## src/rtl/xif_fp_issuer.sv

```systemverilog
// Core-side FP coprocessor issuer: allocates transaction IDs, issues to the FPU over valid/ready,
// retires out-of-order results by ID, writes integer results back and force-retires stuck IDs.
module xif_fp_issuer #(
    parameter int unsigned X_ID_WIDTH      = 4,
    parameter int unsigned MAX_OUTSTANDING = 8,
    parameter int unsigned XLEN            = 32,
    parameter int unsigned TIMEOUT_CYCLES  = 64
) (
    input  logic                  ck,
    input  logic                  rst,
    input  logic                  instr_valid,
    output logic                  instr_ready,
    input  logic [31:0]           instr,
    input  logic [XLEN-1:0]       rs1_data,
    output logic                  issue_valid,
    input  logic                  issue_ready,
    output logic [31:0]           issue_instr,
    output logic [X_ID_WIDTH-1:0] issue_id,
    output logic [XLEN-1:0]       issue_rs1,
    input  logic                  result_valid,
    input  logic [X_ID_WIDTH-1:0] result_id,
    input  logic [XLEN-1:0]       result_data,
    output logic                  wb_valid,
    output logic [4:0]            wb_rd,
    output logic [XLEN-1:0]       wb_data,
    output logic [X_ID_WIDTH:0]   outstanding,
    output logic                  spurious_err,
    output logic                  timeout_err,
    output logic [X_ID_WIDTH-1:0] err_id
);

    localparam int unsigned NUM_IDS = 1 << X_ID_WIDTH;
    localparam int unsigned AGE_W   = (TIMEOUT_CYCLES > 1) ? $clog2(TIMEOUT_CYCLES) : 1;
    localparam int unsigned CNT_W   = X_ID_WIDTH + 1;

    logic [NUM_IDS-1:0]    alloc_q;
    logic [NUM_IDS-1:0]    issued_q;
    logic [NUM_IDS-1:0]    wr_x_q;
    logic [4:0]            rd_q  [NUM_IDS];
    logic [AGE_W-1:0]      age_q [NUM_IDS];
    logic [X_ID_WIDTH-1:0] next_id;

    logic                  accept;
    logic                  issue_hs;
    logic                  result_hit;
    logic                  spurious;
    logic                  wr_x_new;
    logic [NUM_IDS-1:0]    timeout_mask;
    logic [NUM_IDS-1:0]    retire_mask;
    logic [CNT_W-1:0]      retire_cnt;
    logic [X_ID_WIDTH-1:0] timeout_id;
    logic                  timeout_any;

    assign issue_hs    = issue_valid && issue_ready;
    assign instr_ready = (!issue_valid || issue_ready)
                         && (outstanding < CNT_W'(MAX_OUTSTANDING))
                         && !alloc_q[next_id];
    assign accept      = instr_valid && instr_ready;
    assign result_hit  = result_valid && alloc_q[result_id] && issued_q[result_id];
    assign spurious    = result_valid && !result_hit;
    assign wr_x_new    = (instr[6:0] == 7'b1010011)
                         && ((instr[31:27] == 5'b10100) || (instr[31:27] == 5'b11000)
                             || (instr[31:27] == 5'b11100));
    assign timeout_any = |timeout_mask;

    // Retire set for this cycle: a same-cycle result beats the timeout on that ID.
    always_comb begin
        timeout_mask = '0;
        retire_mask  = '0;
        retire_cnt   = '0;
        timeout_id   = '0;
        for (int i = int'(NUM_IDS) - 1; i >= 0; i--) begin
            timeout_mask[i] = issued_q[i] && (age_q[i] == AGE_W'(TIMEOUT_CYCLES - 1))
                              && !(result_hit && (result_id == X_ID_WIDTH'(i)));
            retire_mask[i]  = timeout_mask[i] || (result_hit && (result_id == X_ID_WIDTH'(i)));
            retire_cnt      = retire_cnt + CNT_W'(retire_mask[i]);
            if (timeout_mask[i]) begin
                timeout_id = X_ID_WIDTH'(i);
            end
        end
    end

    // Scoreboard; accept, handshake and retire never target the same entry in one cycle.
    always_ff @(posedge ck) begin
        if (rst) begin
            alloc_q  <= '0;
            issued_q <= '0;
            wr_x_q   <= '0;
            for (int i = 0; i < int'(NUM_IDS); i++) begin
                rd_q[i]  <= '0;
                age_q[i] <= '0;
            end
        end else begin
            for (int i = 0; i < int'(NUM_IDS); i++) begin
                if (retire_mask[i]) begin
                    alloc_q[i]  <= 1'b0;
                    issued_q[i] <= 1'b0;
                end else if (issue_hs && (issue_id == X_ID_WIDTH'(i))) begin
                    issued_q[i] <= 1'b1;
                    age_q[i]    <= '0;
                end else if (issued_q[i]) begin
                    age_q[i] <= age_q[i] + AGE_W'(1);
                end
                if (accept && (next_id == X_ID_WIDTH'(i))) begin
                    alloc_q[i]  <= 1'b1;
                    issued_q[i] <= 1'b0;
                    wr_x_q[i]   <= wr_x_new;
                    rd_q[i]     <= instr[11:7];
                end
            end
        end
    end

    // Issue register, ID allocator and occupancy count.
    always_ff @(posedge ck) begin
        if (rst) begin
            issue_valid <= 1'b0;
            issue_instr <= '0;
            issue_id    <= '0;
            issue_rs1   <= '0;
            next_id     <= '0;
            outstanding <= '0;
        end else begin
            if (accept) begin
                issue_valid <= 1'b1;
                issue_instr <= instr;
                issue_id    <= next_id;
                issue_rs1   <= rs1_data;
                next_id     <= next_id + X_ID_WIDTH'(1);
            end else if (issue_hs) begin
                issue_valid <= 1'b0;
            end
            outstanding <= outstanding + CNT_W'(accept) - retire_cnt;
        end
    end

    // Writeback pulse and sticky error reporting; the spurious ID wins err_id.
    always_ff @(posedge ck) begin
        if (rst) begin
            wb_valid     <= 1'b0;
            wb_rd        <= '0;
            wb_data      <= '0;
            spurious_err <= 1'b0;
            timeout_err  <= 1'b0;
            err_id       <= '0;
        end else begin
            wb_valid <= result_hit && wr_x_q[result_id];
            if (result_hit && wr_x_q[result_id]) begin
                wb_rd   <= rd_q[result_id];
                wb_data <= result_data;
            end
            if (spurious) begin
                spurious_err <= 1'b1;
                err_id       <= result_id;
            end else if (timeout_any) begin
                err_id <= timeout_id;
            end
            if (timeout_any) begin
                timeout_err <= 1'b1;
            end
        end
    end

endmodule

```

## config.mk

```make
export PLATFORM = sky130hd
export DESIGN_NAME = xif_fp_issuer
export DESIGN_NICKNAME = d
export VERILOG_FILES = /design/src/rtl/xif_fp_issuer.sv
export SDC_FILE = /design/constraint.sdc
export NUM_CORES = 1
export LEC_CHECK = 0
export CAP_MARGIN = 20
export CORE_ASPECT_RATIO = 0.5
export CORE_UTILIZATION = 55
export CTS_BUF_LIST = sky130_fd_sc_hd__clkbuf_8
export DETAILED_ROUTE_END_ITERATION = 10
export GPL_ROUTABILITY_DRIVEN = 0
export MAX_ROUTING_LAYER = met4
export PLACE_DENSITY_LB_ADDON = 0.1
export SLEW_MARGIN = 20
export SYNTH_ARGS = -nofsm -noshare
export SYNTH_HDL_FRONTEND = slang
export SYNTH_SLANG_ARGS = --single-unit
export TNS_END_PERCENT = 1
```

## constraint.sdc

```tcl
create_clock -name ck -period 6.3 [get_ports ck]
set_input_delay 0.63 -clock ck [delete_from_list [all_inputs] [get_ports ck]]
set_output_delay 0.63 -clock ck [all_outputs]
set_load 0.1 [all_outputs]
```

==> results of run 1 <==
## final cells by class
type,instances,area share
inverters,60,0.0115
repair buffers,248,0.123
multi-input cells,1081,0.350
clock buffers,56,0.0392
well taps,382,0.0243
clock inverters,34,0.00936
flip-flops and latches,346,0.442
## critical path: cells and delay by family
| family | cells | cell delay (ps) |
|---|---|---|
| mux | 2 | 1170 |
| simple gates | 1 | 50 |
| fa+ha+maj | 7 | 2590 |
| xor+xnor | 3 | 510 |
| compound gates | 2 | 260 |
| buf+inv | 5 | 920 |
## per-stage QoR
step / std cells / hold slack [ps] / area (um2)
after global placement: 2117 / 442 / 18700
after floorplan: 1568 / 438 / 16100
after detailed placement: 2117 / 447 / 18700
after global routing: 2207 / 475 / 19700
final: 2207 / 453 / 19700
after CTS: 2207 / 454 / 19700
## cells by family (layout without fill, tap and decap cells)
logic type	Yosys count	after routing
simple gates	658	658
flops	346	346
compound gates	209	209
buf+inv	141	398
mux	93	93
xor+xnor	71	71
fa+ha+maj	50	50
## where the power goes
part	switching, mW	internal [mW]
clock network	0.867	0.862
logic	1.32	0.554
registers	0.115	2.54
## layer usage
metal,share of wire,up-vias
met2,0.44,698
met3,0.099,122
li1,-,5919
met1,0.43,6081
met5,0,-
met4,0.035,0
## path summary, 6_finish.rpt
kind | from | end
worst min register to register | issue_rs1[4] | issue_rs1[4]
worst max register to register | age_q[1][18] | outstanding[4]
worst min-delay path | issue_rs1[4] | issue_rs1[4]
worst max-delay path | result_id[3] | outstanding[4]
## synthesized netlist by cell type, drive strengths merged, types with 2 or more instances
| cell | instances | area share |
|---|---|---|
| nand4b | 2 | 0.0011 |
| a211oi | 3 | 0.0014 |
| nand2 | 237 | 0.055 |
| nor4 | 8 | 0.0031 |
| o22ai | 5 | 0.0019 |
| nand3 | 66 | 0.020 |
| a21oi | 106 | 0.033 |
| nor2b | 11 | 0.0043 |
| ha | 36 | 0.028 |
| buf | 30 | 0.010 |
| fa | 14 | 0.017 |
| or2 | 4 | 0.0016 |
| a31oi | 5 | 0.0019 |
| o311a | 2 | 0.0012 |
| o32ai | 2 | 0.0011 |
| xor2 | 27 | 0.015 |
| clkbuf | 51 | 0.012 |
| mux2i | 46 | 0.029 |
| mux4 | 42 | 0.059 |
| nand2b | 5 | 0.0019 |
| inv | 60 | 0.014 |
| nor3b | 5 | 0.0023 |
| dfxtp | 170 | 0.21 |
| mux2 | 5 | 0.0035 |
| and3 | 13 | 0.0050 |
| xnor2 | 44 | 0.024 |
| edfxtp | 176 | 0.33 |
| and4 | 4 | 0.0022 |
| nor3 | 21 | 0.0065 |
| o2111ai | 14 | 0.0087 |
| o211ai | 4 | 0.0019 |
| nand3b | 3 | 0.0014 |
| nand4 | 8 | 0.0031 |
| o21ai | 54 | 0.017 |
| or3 | 5 | 0.0019 |
| nor2 | 260 | 0.061 |
| a311o | 2 | 0.0012 |
| nor4b | 3 | 0.0016 |
## sequential cells by signal, summed over array words and instances, names as in the netlist
name	flops
issue_rs1	32
issued_q	16
issue_valid	1
wr_x_q	16
timeout_err	1
issue_instr	32
outstanding	5
age_q	96
err_id	4
next_id	4
issue_id	4
spurious_err	1
wb_valid	1
alloc_q	16
wb_data	32
rd_q	80
wb_rd	5
==> reports/results.txt, run 1 <==
Status -> finished clean
DRC Markers -> 0
Ports -> 224
Vias in the first global route -> 12,300
VDD IR max -> 0.230 mV
Synth Cell Area -> 16,100 um2
Area growth, synth to finish -> 21.7%
Tot Pwr -> 6.26 mW
Largest net degree at the start of global routing -> 80
Initial drt markers -> 1,233
CTS tree -> yes
Required time worst endpoint -> 6750 ps
XOR/XNOR Fraction of Synth Area -> 0.0385
Most frequent cells in the layout -> 254 x nor2_1, 236 x nand2_1, 220 x clkdlybuf4s50_1
M2 GR Usage -> 0.440
Via count -> 12,800
Hold Crit Depth -> 2
Post-synthesis compound-gate area fraction -> 0.0761
Worst Path Max Fanout -> 7
Synth Register Bits -> 346
Die Span Y -> 123 um
CTS resizes -> 0
WP data arrival -> 6150 ps
Routed len/inst -> 19.8 um
Post-Synth Adder-Cell Area -> 0.0453
Die width -> 244 um
Max-slew violations -> 0
Seq. cell area -> 8690 um2
Remaining Overflow, GRT -> 0
Layout cells sized above 1 -> 0.0838
Worst reg-to-reg path cell count -> 20
Worst-Margin Slew -> 1110 ps
Cells along the critical path -> clkdlybuf4s50_1 > mux4_1 > mux4_2 > o2111ai_4 > o21ai_4 > fa_1 > inv_1 > ha_1 > ha_1 > inv_1 > fa_1 > inv_1 > fa_1 > fa_1 > inv_1 > fa_1 > xnor2_1 > xnor2_1 > xnor2_1 > nor2_1
Highest Clock Rate -> 0.176 GHz
CTS H-tree lvls -> 2
CP max stage cell -> clkdlybuf4s50_1
Largest stage delay, worst path -> 690 ps
Relative slew margins -> 0.257
Prevailing post-synth register cell -> edfxtp_1
Ant. Diodes -> 0
Initial antenna violation count -> 0
Gr busiest metal -> met2
Worst hold path type -> flop to flop
Cells after synthesis -> 1,568
Worst-path clk slew -> 70 ps
Final setup margin -> 604 ps
Post-synthesis sequential area ratio -> 0.538
Initial Utilization -> 0.572
Yosys cell types -> 63
Mean area per synthesized cell -> 10.3 um2
Global-route wire length before repair -> 66.8 mm
Yosys warnings -> 0
Tot GR Track Use -> 0.298
Count of port buffers added during placement -> 223
FILL cells -> 2,102
Syn Nets -> 1,723
Max_cap viols -> 0
WL final -> 43.7 mm
Vias per inst -> 5.81
P_leak -> 7.01 nW
Endpoints failing hold -> 0
CTS root buf -> clkbuf_8
Cell mode on critical path -> fa_1
Power Dens Cells -> 319 nW/um2
CTS Sinks -> 346
Hold Buf Count CTS -> 0
GRT met1 Usage -> 0.403
Clock Path Buffers -> 3
Layout Skew -> 40.1 ps
Ys async rst share -> 0
Die footprint -> 30,100 um2
Period utilization -> 0.904
Unrepaired setup endpoints after global routing -> false
Core ar. -> 28,200 um2
CP Class -> input pin to flop
Commonest non-fill, non-tap cell in the layout -> nor2_1
EDFF count, synth -> 176
Setup violators final -> 0
Largest family of logic cells by synthesized area -> simple AND/OR/NAND/NOR gates
DR pass1 iterations -> 6
Setup TNS -> 0 ps
Mux share of post-synthesis cell area -> 0.0913
DP Worst Slack -> 4.63 ps
Row count -> 43
Tmin final -> 5700 ps
Critical Path Sink Type -> flop
Layout Nets -> 1,940
DPL Wire Length -> 31.8 mm
Fin util -> 0.696
Worst skew pair latency -> 610 ps
GRT met3 Usage -> 0.0703
Num CTS Buffers -> 48
ANT nets after route -> 0
Post-synthesis simple-gate area fraction -> 0.175
Post-CTS Setup Repair Bufs -> 0
Area occupied by multi-input gates -> 6880 um2
Critical Path Start Type -> input pin
R2r setup slk -> 890 ps
Power figures use the tool's default switching activity.
==> run 2, diff against run 1 <==
--- a/config.mk
+++ b/config.mk
@@ -5,6 +5,7 @@
 export SDC_FILE = /design/constraint.sdc
 export NUM_CORES = 1
 export LEC_CHECK = 0
+export ABC_AREA = 1
 export CAP_MARGIN = 20
 export CORE_ASPECT_RATIO = 0.5
 export CORE_UTILIZATION = 55
==> reports/results.txt, run 2 <==
Core ar. -> 28,000 um2 (-0.76%)
Yosys top cell by area -> edfxtp_1
Most common cell in the netlist -> nand2_1
Seq. cell area -> 8690 um2 (unchanged)
Yosys warnings -> 0 (unchanged)
Worst Path Max Fanout -> 13 (+6)
CTS root buf -> clkbuf_8
Critical Path Sink Type -> flop
Sw power -> 3.05 mW (+32%)
Die Span Y -> 122 um (-0.84%)
Top post-synthesis cells by area -> edfxtp_1 33%, dfxtp_1 21%, nand2_1 8.9%
Tmin final -> 5730 ps (+29.6 ps)
DPL Wire Length -> 29.3 mm (-7.7%)
Biggest register -> age_q
Ports -> 224 (unchanged)
Initial antenna violation count -> 0 (unchanged)
Routed len/inst -> 16.3 um (-18%)
Synth Register Bits -> 346 (unchanged)
Most frequent cells in the layout -> 376 x nand2_1, 362 x nor2_1, 222 x clkdlybuf4s50_1
DR pass1 iterations -> 6 (unchanged)
FILL cells -> 2,322 (+10%)
Relative slew margins -> 0.270 (+0.0133)
Status -> finished clean
Worst setup path startpoint -> result_id[0]
Worst hold path type -> flop to flop
Worst-Margin Slew -> 1090 ps (-17.3 ps)
WL final -> 40.6 mm (-7.1%)
Clock Path Buffers -> 3 (unchanged)
CTS resizes -> 0 (unchanged)
P_leak -> 7.80 nW (+11%)
Worst reg-to-reg path cell count -> 29 (+45%)
Syn Nets -> 1,993 (+16%)
Ant. Diodes -> 0 (unchanged)
Area occupied by multi-input gates -> 6200 um2 (-9.9%)
Commonest non-fill, non-tap cell in the layout -> nand2_1
Critical Path Start Type -> input pin
Setup violators final -> 0 (unchanged)
Layout Nets -> 2,224 (+15%)
Largest net degree at the start of global routing -> 80 (unchanged)
Reg-to-reg endpoint -> outstanding[4]
Ys async rst share -> 0 (unchanged)
Worst-path clk slew -> 70 ps (about the same)
DRC Markers -> 0 (unchanged)
CTS Sinks -> 346 (unchanged)
Post-Layout Cell Count -> 2,490 (+13%)
Period utilization -> 0.909 (+0.00470)
Top cell type's share of synthesized area -> 0.333 (+0.00565)
Highest Clock Rate -> 0.175 GHz (-0.52%)
Via count -> 13,200 (+3.1%)
Global-route wire length before repair -> 62.8 mm (-6.0%)
Logic pwr share -> 0.380 (+0.081)
Row count -> 43 (unchanged)
Yosys cell types -> 40 (-37%)
R2r setup slk -> 940 ps (+50 ps)
Mean area per synthesized cell -> 8.63 um2 (-16%)
WP data arrival -> 6200 ps (+50 ps)
Prevailing post-synth register cell -> edfxtp_1
Die width -> 242 um (-0.85%)
Cell mode on critical path -> nand2_1
Synth Cell Area -> 15,900 um2 (-1.7%)
CTS H-tree lvls -> 2 (unchanged)
CTS tree -> yes
Power Dens Cells -> 369 nW/um2 (+16%)
DP Worst Slack -> 56.5 ps (+51.9 ps)
Final setup margin -> 575 ps (-29.6 ps)
Max_cap viols -> 0 (unchanged)
Count of port buffers added during placement -> 223 (unchanged)
Hold Buf Count CTS -> 0 (unchanged)
ANT nets after route -> 0 (unchanged)
EDFF count, synth -> 176 (unchanged)
Endpoints failing hold -> 0 (unchanged)
Largest stage delay, worst path -> 620 ps (-70 ps)
Num CTS Buffers -> 48 (unchanged)
CP Class -> input pin to flop
Tot GR Track Use -> 0.280 (-0.0178)
Setup TNS -> 0 ps (unchanged)
Vias in the first global route -> 11,900 (-2.9%)
Unrepaired setup endpoints after global routing -> false
Sequential power share -> 0.387 (-0.037)
Sw Ratio -> 0.426 (+0.0579)
Area growth, synth to finish -> 22.1%
Layout cells sized above 1 -> 0.0479 (-0.0359)
Int Pwr -> 4.11 mW (+3.8%)
Max-slew violations -> 0 (unchanged)
Worst setup endpoint -> outstanding[4]
CP max stage cell -> clkdlybuf4s50_1
Cells after synthesis -> 1,838 (+17%)
Post-CTS Setup Repair Bufs -> 0 (unchanged)
Post-synthesis sequential area ratio -> 0.547 (+0.00929)
Die footprint -> 29,600 um2 (-1.7%)
Vias per inst -> 5.31 (-8.6%)
Initial Utilization -> 0.566 (-0.00539)
Clock power frac -> 0.233 (-0.043)
Regs by FF count -> age_q x96, rd_q x80
Number of flip-flops in the largest register -> 96 (unchanged)
Remaining Overflow, GRT -> 0 (unchanged)
Required time worst endpoint -> 6780 ps (+30 ps)
Worst skew pair latency -> 590 ps (-20 ps)
Initial drt markers -> 1,173 (-4.9%)
Commonest cells post-synth -> 377 x nand2_1, 362 x nor2_1, 182 x inv_1
VDD IR max -> 0.347 mV (+51%)
DP Cell Count -> 2,401 (+13%)
Layout Skew -> 20.1 ps (-20.0 ps)
Worst r2r src -> issued_q[7]
==> run 2: power by group through the flow <==
stage                     combinational (mW)  clock, mW  sequential, mW
final                                   2.72       1.66            2.77
after global routing                    2.89       1.80            2.80
after CTS                               2.73       1.69            2.77
after detailed placement                2.72          0            2.81
after global placement                  2.69          0            2.81
after floorplan                        0.853          0            4.00
==> run 2: kinds of logic (layout without fill, tap and decap cells) <==
logic type      count (synthesis)  in the layout  synth area share
compound gates                273            273            0.0993
xor+xnor                       21             21            0.0116
fa+ha+maj                      50             50            0.0460
buf+inv                       256            526            0.0626
flops                         346            346             0.547
simple gates                  892            892             0.233
==> run 2: critical path: cells and delay by family <==
kind | cells | cell delay (ps)
simple gates | 9 | 850
xor+xnor | 2 | 320
fa+ha+maj | 8 | 2840
compound gates | 3 | 330
buf+inv | 7 | 1210
==> run 2: final cells by class <==
class                      count  share of cell area
sequential                   346               0.448
inverter                     194              0.0377
clock inverter                34             0.00755
clock buffer                  55              0.0391
multi-input combinational   1236               0.320
timing repair buffer         243               0.123
tap                          382              0.0247
==> run 2: how the worst min path moves through the flow <==
stage	from	to	slack, ps	cells after the start
2_1_floorplan	alloc_q[12]	alloc_q[12]	430	2
4_1_cts	alloc_q[0]	alloc_q[0]	460	2
6_report	alloc_q[12]	alloc_q[12]	460	2
3_5_place_dp	alloc_q[0]	alloc_q[0]	450	2
5_1_grt	alloc_q[12]	alloc_q[12]	480	2
3_3_place_gp	alloc_q[12]	alloc_q[12]	440	2
==> run 2: metrics by stage <==
stage                     power [mW]  instance area [um2]   util  hold WS, ps
final                           7.15                19400  0.691          459
after global routing            7.48                19400  0.691          481
after CTS                       7.19                19400  0.691          460
after detailed placement        5.53                18500  0.659          447
after global placement          5.50                18500  0.659          442
after floorplan                 4.85                15900      -          426
==> run 2: metal layers <==
layer  part of all wire  wire (um)  track usage  vias up
met5                  0          0            -        -
met4              0.026       1070       0.0894        0
met3              0.094       3810       0.0742       90
met2               0.42      16900        0.390      515
met1               0.46      18800        0.397     6066
li1                   -          -            -     6544
==> run 3, diff against run 2 <==
--- a/config.mk
+++ b/config.mk
@@ -7,7 +7,7 @@
 export LEC_CHECK = 0
 export ABC_AREA = 1
 export CAP_MARGIN = 20
-export CORE_ASPECT_RATIO = 0.5
+export CORE_ASPECT_RATIO = 0.6
 export CORE_UTILIZATION = 55
 export CTS_BUF_LIST = sky130_fd_sc_hd__clkbuf_8
 export DETAILED_ROUTE_END_ITERATION = 10
@@ -18,4 +18,3 @@
 export SYNTH_ARGS = -nofsm -noshare
 export SYNTH_HDL_FRONTEND = slang
 export SYNTH_SLANG_ARGS = --single-unit
-export TNS_END_PERCENT = 1
==> reports/results.txt, run 3 (same netlist as run 2, synthesis figures left out) <==
Endpoints failing hold -> 0 (unchanged)
Die Span Y -> 134 um (+9.4%)
Setup TNS -> 0 ps (unchanged)
Largest stage delay, worst path -> 500 ps (-120 ps)
DRC Markers -> 0 (unchanged)
Initial antenna violation count -> 0 (unchanged)
CTS tree -> yes
Worst Path Max Fanout -> 29 (+16)
Worst setup path startpoint -> result_id[0]
Layout Skew -> 18.3 ps (-1.78 ps)
CTS root buf -> clkbuf_8
FILL cells -> 2,180 (-6.1%)
Core ar. -> 27,900 um2 (-0.35%)
Required time worst endpoint -> 6780 ps (about the same)
Worst-Margin Slew -> 1150 ps (+58.6 ps)
Setup violators final -> 0 (unchanged)
Status -> finished clean
DR pass1 iterations -> 5 (-1)
Max-slew violations -> 0 (unchanged)
Most frequent cells in the layout -> 376 x nand2_1, 362 x nor2_1, 222 x clkdlybuf4s50_1
Biggest register -> age_q
Vias in the first global route -> 12,700 (+6.5%)
Initial drt markers -> 1,488 (+27%)
Tmin final -> 5650 ps (-74.5 ps)
Global-route wire length before repair -> 68.1 mm (+8.4%)
Post-CTS Setup Repair Bufs -> 0 (unchanged)
Hold Startpoint -> wb_data[20]
Design area -> 19,500 um2 (+0.84%)
Worst skew pair latency -> 610 ps (+20 ps)
P_leak -> 7.85 nW (+0.60%)
Layout Nets -> 2,225 (+0.045%)
Ant. Diodes -> 0 (unchanged)
Routed len/inst -> 17.5 um (+7.4%)
Period utilization -> 0.897 (-0.0118)
WL final -> 43.4 mm (+6.9%)
Highest Clock Rate -> 0.177 GHz (+1.3%)
Tot GR Track Use -> 0.302 (+0.0218)
Die footprint -> 29,600 um2 (about the same)
Num CTS Buffers -> 50 (+4.2%)
Critical Path Start Type -> input pin
CTS resizes -> 0 (unchanged)
Regs by FF count -> age_q x96, rd_q x80
Vias per inst -> 5.53 (+4.2%)
Die width -> 221 um (-8.6%)
Worst-path clk slew -> 70 ps (about the same)
Ports -> 224 (unchanged)
Critical Path Sink Type -> flop
Area occupied by multi-input gates -> 6200 um2 (unchanged)
ANT nets after route -> 0 (unchanged)
WP data arrival -> 6140 ps (-60 ps)
Commonest non-fill, non-tap cell in the layout -> nand2_1
Cell mode on critical path -> nand2_1
Largest net degree at the start of global routing -> 80 (unchanged)
Unrepaired setup endpoints after global routing -> false
CTS Sinks -> 346 (unchanged)
Relative slew margins -> 0.214 (-0.0566)
Seq. cell area -> 8690 um2 (unchanged)
CP max stage cell -> clkdlybuf4s50_1
Hold Buf Count CTS -> 0 (unchanged)
Worst hold path type -> flop to flop
Initial Utilization -> 0.568 (+0.00198)
Row count -> 47 (+9.3%)
Dpl cell area -> 18,500 um2 (about the same)
Clock Path Buffers -> 3 (unchanged)
Via count -> 13,700 (+3.7%)
Max_cap viols -> 0 (unchanged)
CP Class -> input pin to flop
DPL Wire Length -> 31.8 mm (+8.5%)
VDD IR max -> 0.405 mV (+17%)
Number of flip-flops in the largest register -> 96 (unchanged)
Worst r2r src -> issued_q[2]
Layout cells sized above 1 -> 0.0511 (+0.00322)
Remaining Overflow, GRT -> 0 (unchanged)
Worst hold margin -> 465 ps (+6.05 ps)
Count of port buffers added during placement -> 223 (unchanged)
Area growth, synth to finish -> 23.1%
CTS H-tree lvls -> 2 (unchanged)
Power Dens Cells -> 382 nW/um2 (+3.4%)
==> run 3: cell count changes in the layout (fill, tap and decap cells not counted), moves of 2 or more <==
cell,delta
buf_4,-2
clkinv_1,+7
inv_1,-10
clkinv_2,+3
bufinv_16,+6
==> run 3: critical path, delay by kind of cell <==
kind / cells / cell delay (ps)
simple gates: 11 / 1010
compound gates: 2 / 200
fa+ha+maj: 8 / 2820
xor+xnor: 2 / 330
buf+inv: 8 / 1110
==> run 3: layout make-up <==
| cell class | instances | area share |
|---|---|---|
| sequential | 346 | 0.445 |
| multi-input combinational | 1236 | 0.317 |
| timing repair buffer | 242 | 0.122 |
| clock buffer | 54 | 0.0380 |
| inverter | 194 | 0.0374 |
| tap | 367 | 0.0235 |
| clock inverter | 40 | 0.0172 |
==> run 3: power by group <==
part	switching (mW)	internal, mW
combinational	2.06	0.691
sequential	0.151	2.62
clock	0.894	1.05
total	3.11	4.36
==> run 3: final timing paths <==
path                     to  slack (ps)  depth (start not counted)
max reg2reg  outstanding[4]         970                         29
min reg2reg     wb_data[20]         470                          2
max          outstanding[4]         650                         31
min             wb_data[20]         470                          2
==> run 3: layer usage <==
| metal | vias to the layer above | global-route usage | part of all wire |
|---|---|---|---|
| li1 | 6541 | - | - |
| met3 | 68 | 0.101 | 0.13 |
| met4 | 0 | 0.0738 | 0.017 |
| met2 | 684 | 0.408 | 0.41 |
| met1 | 6410 | 0.432 | 0.45 |
| met5 | - | - | 0 |
==> run 3: through the flow <==
stage               cells  utilization  setup slack (ps)  total power, mW
floorplan            1838            -               179             4.85
global placement     2385        0.661               284             5.50
detailed placement   2385        0.661               102             5.55
CTS                  2479        0.700               693             7.48
global route         2479        0.700               322             7.78
finish               2479        0.700               649             7.46
==> RTL edit, RTL diff (settings of run 3) <==
Change the parameter `TIMEOUT_CYCLES` from 64 to 128.
--- a/src/rtl/xif_fp_issuer.sv
+++ b/src/rtl/xif_fp_issuer.sv
@@ -4,7 +4,7 @@
     parameter int unsigned X_ID_WIDTH      = 4,
     parameter int unsigned MAX_OUTSTANDING = 8,
     parameter int unsigned XLEN            = 32,
-    parameter int unsigned TIMEOUT_CYCLES  = 64
+    parameter int unsigned TIMEOUT_CYCLES  = 128
 ) (
     input  logic                  ck,
     input  logic                  rst,
Function: same outputs for any inputs over 4 cycles, from zero or initial values and one cycle with rst high; that may be too few to reach the edited logic, so the function may still have changed.
==> RTL edit against run 3 <==
  * Register-to-register slack worse by 0.09 ns
  * Synthesized area up 5.2%
  * Combinational power decreased by 7%
  * Wire length grew 5.7%
  * First-iteration DRC count increased by 22%
  * Power decreased by 1.4%
  * Cell area grew 4.4%
  * Sequential power rose by 4%
  * Sequential cell count up 16
  * Setup slack got worse by 0.055 ns
  * Largest cell class unchanged
  * Highest routed layer unchanged
==> RTL edit: results (changes against run 3) <==
Synth:
- The number of enable flip-flop cells after synthesis was 192 (was 176).
- The yosys synthesis warning count came to 0 (unchanged).
- The synthesized netlist net count was 2091 (was 1993).
- The count of distinct cell types in the synthesized netlist is 44 (was 40).
- The average cell area after synthesis is 8.627 um2 (was 8.635 um2).
- Leading cell types by total area after synthesis: sky130_fd_sc_hd__edfxtp_1 35%, sky130_fd_sc_hd__dfxtp_1 20%, sky130_fd_sc_hd__nor2_1 8.7% (was sky130_fd_sc_hd__edfxtp_1 33%, sky130_fd_sc_hd__dfxtp_1 21%, sky130_fd_sc_hd__nand2_1 8.9%).
- Post-synth top cells: 387 x sky130_fd_sc_hd__nor2_1, 371 x sky130_fd_sc_hd__nand2_1, 192 x sky130_fd_sc_hd__edfxtp_1 (was 377 x sky130_fd_sc_hd__nand2_1, 362 x sky130_fd_sc_hd__nor2_1, 182 x sky130_fd_sc_hd__inv_1).
- The part of the Yosys area used for sequential elements is 0.5490 (was 0.5475).

GRT:
- The total routing resource utilization after global routing is 0.3083 (was 0.3023).
- The number of global-route vias before repair is 13397 (was 12726).
- The global-route wire length before repair is 71.59 mm (was 68.13 mm).
- The number of antenna violations at the first check in global routing is 2 (was 0).
- The total congestion overflow after global routing is 0 (unchanged).
- The largest net degree at the start of global routing is 76 (was 80).

Power:
- The largest voltage drop on the vdd net was 345.4 uV (was 405.1 uV).
- The switching fraction of total power is 0.4025 (was 0.4163).
- The leakage power summed over all cells is 8.290 nW (was 7.846 nW).

Drt:
- The sum of routed wire length over all layers is 45.88 mm (was 43.39 mm).
- The vias per cell is 5.459 (was 5.528).
- The total via count in the routed design was 14265 (was 13703).
- The DRC marker count from the first detailed-route iteration is 1813 (was 1488).
- The number of optimization iterations in the first detailed-route pass was 7 (was 5).

Status:
- Outcome: completed (unchanged).

Setup path:
- The master of the slowest instance on the critical path was sky130_fd_sc_hd__clkdlybuf4s50_1 (unchanged).
- The peak fanout along the critical path is 10 (was 29).
- The worst stage delay on the critical path is 0.57 ns (was 0.50 ns).
- The data required time of the critical path came to 6.80 ns (was 6.78 ns).

STA:
- The transition time of the tightest slew-check pin is 1.104 ns (was 1.149 ns).
- The clock skew after layout came to 0.04146 ns (was 0.01831 ns).

Placement:
- The total half-perimeter wirelength after legalization and detailed placement was 33.63 mm (was 31.81 mm).
- The worst setup slack before clock tree synthesis is 0.03478 ns (was 0.1020 ns).
- The post-placement cell count was 2515 (was 2385).

Clock tree:
- The clock buffer count from CTS was 52 (was 50).
- The H-tree depth reported by CTS is 2 (unchanged).

Layout:
- The fraction of final layout cells sized beyond drive strength 1 is 0.05518 (was 0.05114).
- Registers with the most flip-flops: age_q (112), rd_q (80) (was age_q (96), rd_q (80)).
- The number of nets in the layout was 2324 (was 2225).
[RTL edit: cell count changes after synthesis, moves of 9 or more]
cell                       before  now
sky130_fd_sc_hd__a22oi_1       42   24
sky130_fd_sc_hd__nor2_1       362  387
sky130_fd_sc_hd__nor3_1        13   29
sky130_fd_sc_hd__o21ai_0      104  116
sky130_fd_sc_hd__edfxtp_1     176  192
sky130_fd_sc_hd__nand3b_1       0   11
sky130_fd_sc_hd__nor3b_1       38   12
sky130_fd_sc_hd__xnor2_1       13    4
sky130_fd_sc_hd__nand3_1       71  128
sky130_fd_sc_hd__a21boi_0      10    0
[RTL edit: power by group through the flow]
stage	Sequential (W)	Combinational, W	Clock (W)
final	0.00287	0.00257	0.00192
after global routing	0.00289	0.00274	0.00204
after global placement	0.00290	0.00250	0
after floorplan	0.00398	0.000834	0
after CTS	0.00286	0.00257	0.00194
after detailed placement	0.00291	0.00256	0
[RTL edit: cells by family after synthesis]
group	Yosys count	synth area share
buf+inv	260	0.06173
xor+xnor	20	0.01049
simple gates	980	0.2463
flops	362	0.5490
compound gates	264	0.08870
fa+ha+maj	50	0.04375
[RTL edit: stage by stage]
step | hold slack (ns) | area, um2 | utilization
6_report | 0.4622 | 20400 | 0.6960
2_1_floorplan | 0.4264 | 16710 | -
3_5_place_dp | 0.4518 | 19320 | 0.6592
4_1_cts | 0.4623 | 20390 | 0.6958
5_1_grt | 0.4799 | 20400 | 0.6960
3_3_place_gp | 0.4453 | 19320 | 0.6592
[RTL edit: area by class of cell]
class,instances,area (um2)
flip-flops and latches,362,9169
clock inverters,31,178.9
clock buffers,65,894.6
repair buffers,248,2415
multi-input cells,1314,6514
diodes,2,5.005
inverters,191,721.9
well taps,400,500.5
fillers,2329,8910
[RTL edit: worst paths after layout]
check	start	end	slack, ns	cells after the start
worst min register to register	wb_data[23]	wb_data[23]	0.46	2
worst max-delay path	result_id[0]	outstanding[4]	0.59	30
worst min-delay path	wb_data[23]	wb_data[23]	0.46	2
worst max register to register	issued_q[6]	outstanding[4]	0.88	26
[RTL edit: layer usage]
metal,track usage,share of wire
met5,-,0
met4,0.06189,0.016
met3,0.09553,0.12
met2,0.4400,0.42
met1,0.4314,0.44
